`config.mk`:
```
export PLATFORM = sky130hd
export DESIGN_NAME = div_freq_monitor
export DESIGN_NICKNAME = d
export VERILOG_FILES = /design/src/rtl/div_freq_monitor.sv
export SDC_FILE = /design/constraint.sdc
export NUM_CORES = 1
export LEC_CHECK = 0
export ABC_AREA = 0
export CAP_MARGIN = 20
export CORE_MARGIN = 2
export CORE_UTILIZATION = 70
export CTS_BUF_LIST = sky130_fd_sc_hd__clkbuf_8
export DETAILED_ROUTE_END_ITERATION = 10
export PLACE_DENSITY = 0.89
export SYNTH_ARGS = -nofsm -noshare
export SYNTH_HDL_FRONTEND = slang
export SYNTH_SLANG_ARGS = --single-unit
export TNS_END_PERCENT = 30
```
`constraint.sdc`:
```
create_clock -name clk -period 6.8 [get_ports clk]
set_clock_uncertainty 0.05 [all_clocks]
set_input_delay 1.36 -clock clk [delete_from_list [all_inputs] [get_ports clk]]
set_output_delay 1.36 -clock clk [all_outputs]
set_load 0.02 [all_outputs]
```
`src/rtl/div_freq_monitor.sv`:
```
// div_freq_monitor: measures edge rate and duty of five divided clocks over a fixed window and flags deviations
module div_freq_monitor #(
  parameter int WINDOW   = 720,
  parameter int COUNT_W  = 16,
  parameter int RATIO0   = 4,
  parameter int RATIO1   = 8,
  parameter int RATIO2   = 9,
  parameter int RATIO3   = 12,
  parameter int RATIO4   = 80,
  parameter int FREQ_TOL = 1,
  parameter int DUTY_TOL = 36,
  parameter int SETTLE   = 3
)(
  input  logic               clk,
  input  logic               reset,
  input  logic [4:0]         div_in,
  input  logic               start,
  input  logic               cont_en,
  input  logic [2:0]         ch_sel,
  output logic               busy,
  output logic               done,
  output logic [4:0]         freq_ok,
  output logic [4:0]         duty_ok,
  output logic [4:0]         pass,
  output logic [COUNT_W-1:0] edge_cnt,
  output logic [COUNT_W-1:0] high_cnt
);
  typedef enum logic [2:0] {S_IDLE, S_SETL, S_MEAS, S_EVAL, S_DONE} state_t;
  localparam int RATIO [5] = '{RATIO0, RATIO1, RATIO2, RATIO3, RATIO4};
  localparam logic [COUNT_W:0] DUTY_T = (COUNT_W+1)'(WINDOW / 2);
  state_t state, next;
  logic [COUNT_W-1:0] cnt;
  logic [4:0] s1, s2, prev;
  logic [COUNT_W-1:0] ecnt [5];
  logic [COUNT_W-1:0] hcnt [5];
  logic [COUNT_W-1:0] elat [5];
  logic [COUNT_W-1:0] hlat [5];
  logic [COUNT_W:0] fdiff [5];
  logic [COUNT_W:0] ddiff [5];
  logic [4:0] f_pass, d_pass;
  always_comb begin
    next = state;
    unique case (state)
      S_IDLE:  next = start ? S_SETL : S_IDLE;
      S_SETL:  next = (cnt == COUNT_W'(SETTLE - 1)) ? S_MEAS : S_SETL;
      S_MEAS:  next = (cnt == COUNT_W'(WINDOW - 1)) ? S_EVAL : S_MEAS;
      S_EVAL:  next = S_DONE;
      S_DONE:  next = cont_en ? S_SETL : S_IDLE;
      default: next = S_IDLE;
    endcase
  end
  assign busy = state != S_IDLE;
  assign done = state == S_DONE;
  assign pass = freq_ok & duty_ok;
  assign edge_cnt = (ch_sel < 3'd5) ? elat[ch_sel] : '0;
  assign high_cnt = (ch_sel < 3'd5) ? hlat[ch_sel] : '0;
  // unsigned |count - target| one bit wider than the counters so it cannot overflow
  always_comb begin
    for (int n = 0; n < 5; n++) begin
      fdiff[n] = ({1'b0, ecnt[n]} >= (COUNT_W+1)'(WINDOW / RATIO[n]))
               ? {1'b0, ecnt[n]} - (COUNT_W+1)'(WINDOW / RATIO[n])
               : (COUNT_W+1)'(WINDOW / RATIO[n]) - {1'b0, ecnt[n]};
      ddiff[n] = ({1'b0, hcnt[n]} >= DUTY_T) ? {1'b0, hcnt[n]} - DUTY_T : DUTY_T - {1'b0, hcnt[n]};
      f_pass[n] = fdiff[n] <= (COUNT_W+1)'(FREQ_TOL);
      d_pass[n] = ddiff[n] <= (COUNT_W+1)'(DUTY_TOL);
    end
  end
  always_ff @(posedge clk or negedge reset) begin
    if (!reset) begin
      state <= S_IDLE;
      cnt   <= '0;
      s1    <= '0;
      s2    <= '0;
      prev  <= '0;
    end else begin
      state <= next;
      cnt   <= (next != state || state == S_IDLE) ? '0 : cnt + 1'b1;
      s1    <= div_in;
      s2    <= s1;
      prev  <= s2;
    end
  end
  always_ff @(posedge clk or negedge reset) begin
    if (!reset) begin
      freq_ok <= '0;
      duty_ok <= '0;
      for (int n = 0; n < 5; n++) begin
        ecnt[n] <= '0;
        hcnt[n] <= '0;
        elat[n] <= '0;
        hlat[n] <= '0;
      end
    end else begin
      for (int n = 0; n < 5; n++) begin
        if (state == S_SETL) begin
          ecnt[n] <= '0;
          hcnt[n] <= '0;
        end else if (state == S_MEAS) begin
          if (s2[n] && !prev[n] && !(&ecnt[n])) ecnt[n] <= ecnt[n] + 1'b1;
          if (s2[n] && !(&hcnt[n])) hcnt[n] <= hcnt[n] + 1'b1;
        end
        if (state == S_EVAL) begin
          elat[n] <= ecnt[n];
          hlat[n] <= hcnt[n];
        end
      end
      if (state == S_EVAL) begin
        freq_ok <= f_pass;
        duty_ok <= d_pass;
      end
    end
  end
endmodule
```
==> impl_metrics.toml <==
[run_status]
status = "completed"

[floorplanning]
fp.dieW_um = 178.9
die_area_um2 = 32010
die_h_um = 178.9
core_um2 = 30350
num_rows = 64
start_util = 0.7056
ios = 61

[pwr]
power.density_nw_per_um2 = 277.1
p_leak_nw = 10.76
ir_drop_mv = 0.2007

[cells_and_area]
syn_to_final_growth_pct = 9.524
layout.cells.most_common = "nand2_1"
drive_gt1_frac = 0.06946
diodes = 0
nNetsFinal = 2529
fin_util = 0.7728
final_cell_mix = "506 x nand2_1, 364 x dfrtp_1, 264 x nor2_1"
n_fill_cell = 2011

[global_routing]
grt_pass1_wl_um = 90510
grt_pass1_vias = 17601
grt-ovfl-total = 0
grt_antenna_before_repair = 0
track_usage = 0.3536
grt_start_max_net_pins = 183

[setup_path]
cp_num_cells = 7
required_ns = 5.39
crit_top_cell = "clkdlybuf4s50_1"
critical_path_class = "input port to output port"
path_delay_family = "buffers and inverters"
cp_slowest_cell = "nor3b_2"
ff2ff_path_depth = 7
path_cells = "clkdlybuf4s50_1 > buf_4 > nor3b_2 > buf_12 > nand2_1 > o21ai_0 > clkdlybuf4s50_1"
arrival_ns = 4.02
endpoint_kind = "output port"
path_buf_inv = 4
start_kind = "input port"
cpPeakStageDelay_ns = 0.71
cp_max_fo = 33

[timing]
rsz0062_at_grt = "false"
drv_slew = 0
finalCritPeriodShare = 0.7983
setup_tns_ns = 0
finalHoldViolCount = 0
fmax_ghz = 0.1842
fin_crit_ns = 5.428
maxSlewHeadroom = 0.2621
setup_viol = 0
fin_hold_ws_ns = 0.2974
worst_slew_pin_slew_ns = 1.102
setup_ws_ns = 1.372

[synthesis]
syn_area_per_cell_um2 = 8.624
syn_nets = 2554
async_reset_ff_frac = 1.000
synth_top_area_frac = 0.4254
syn_area_um2 = 21410
ys_types = 87
ys_seq_area_frac = 0.4254
yosys_warnings = 0
ys.flop_type = "dfrtp_1"
yosysTopAreaCell = "dfrtp_1"
ys_ff_latch = 364
synth_area_leaders = "dfrtp_1 43%, nand2_1 8.9%, nor2_1 4.6%"
synth_edf_count = 0
synthCells = 2483

[routing]
drtIter0Drc = 2051
dr_total_vias = 18551
drc_errors = 0
avgRoutedWirePerCell_um = 19.07
ant_nets = 0
drt_first_pass_iters = 5
drt_wl_total_um = 55320
vias_per_cell = 6.395

[placement]
portBuffers = 60
dp_hpwl_um = 37320
dp_slack_ns = 1.429
gp_congestion = 0.9355

[cts]
post_cts.repair.setup_buffers = 0
cts_tree = "built"
clk_pin_slew_worst_paths_ns = 0.06
cts.sinks = 364
cts_resized = 0
clk_latency_ns = 0.62
cts_buffer_depth = 3
h-tree-depth = 2
cts_root_buf = "clkbuf_8"
hold_buffers = 0
cts_buffers = 59

[worst_hold_path]
hold_path_depth = 0
min_path_type = "flop to flop"

[run]
cap_violations = 0
==> cell type report <==
| class | count | area, um^2 | area share |
|---|---|---|---|
| multi-input cells | 1849 | 11230 | 0.4787 |
| clock inverters | 35 | 452.9 | 0.01931 |
| clock buffers | 73 | 1005 | 0.04284 |
| well taps | 396 | 495.5 | 0.02113 |
| flip-flops and latches | 364 | 9109 | 0.3884 |
| repair buffers | 73 | 748.2 | 0.03190 |
| inverters | 111 | 416.7 | 0.01777 |
==> routing by layer <==
layer	global-route usage	vias to the layer above	wire length, um
li1	-	8451	-
met1	0.5005	9038	22910
met2	0.5540	896	26150
met3	0.05365	166	4215
met4	0.1379	0	2039
met5	0	-	0
==> synthesized netlist by cell type, types with 32 or more instances <==
cell type and count:
a21oi_1 51, clkbuf_1 129, dfrtp_1 364, ha_1 59
inv_1 109, mux4_2 32, nand2_1 506, nand3_1 63
nand4_1 56, nor2_1 264, nor3_1 47, o21ai_0 167
xnor2_1 107, xor2_1 87
==> worst reg2reg max path: cells and delay by family, from the launching register on <==
family	cells	cell delay (ns)
simple gates	4	1.53
xor+xnor	1	0.15
flops	1	0.44
compound gates	2	1.13
==> cells by family after synthesis <==
logic type | Yosys count | share of synthesized area
buffers and inverters | 270 | 0.05072
adders and majority gates | 59 | 0.03447
xor gates and xnor gates | 194 | 0.07935
and+or+nand+nor | 1152 | 0.2493
muxes | 60 | 0.04698
AOI/OAI and AO/OA | 384 | 0.1138
DFF | 364 | 0.4254
==> power by group <==
group / leakage [nW] / total (W) / switching [W] / internal (W)
Combinational: 5.05 / 0.00147 / 0.000861 / 0.000612
Clock: 0.771 / 0.00231 / 0.000921 / 0.00139
Sequential: 4.94 / 0.00271 / 0.000389 / 0.00232
==> per-stage QoR <==
stage	power, W	area [um^2]	std cells
5_1_grt	0.006839	23450	2901
2_1_floorplan	0.003762	21410	2483
3_5_place_dp	0.004168	21970	2791
4_1_cts	0.006475	23430	2899
6_report	0.006498	23450	2901
3_3_place_gp	0.004085	21970	2791
==> path summary, 6_finish.rpt <==
path,slack [ns],start,endpoint
max,1.37,ch_sel[2],edge_cnt[15]
max in group asynchronous,4.75,reset,hcnt[54]
min in group asynchronous,0.61,reset,freq_ok[0]
min reg2reg,0.30,s1[1],s2[1]
max reg2reg,3.34,state[0],hcnt[74]
min,0.30,s1[1],s2[1]
==> flip-flops by register name (all words and copies together), names as in the netlist <==
| name | count |
|---|---|
| freq_ok | 5 |
| prev | 5 |
| duty_ok | 5 |
| cnt | 16 |
| state | 3 |
| ecnt | 80 |
| hlat | 80 |
| hcnt | 80 |
| s2 | 5 |
| elat | 80 |
| s1 | 5 |
(Power assumes the default switching activity.)
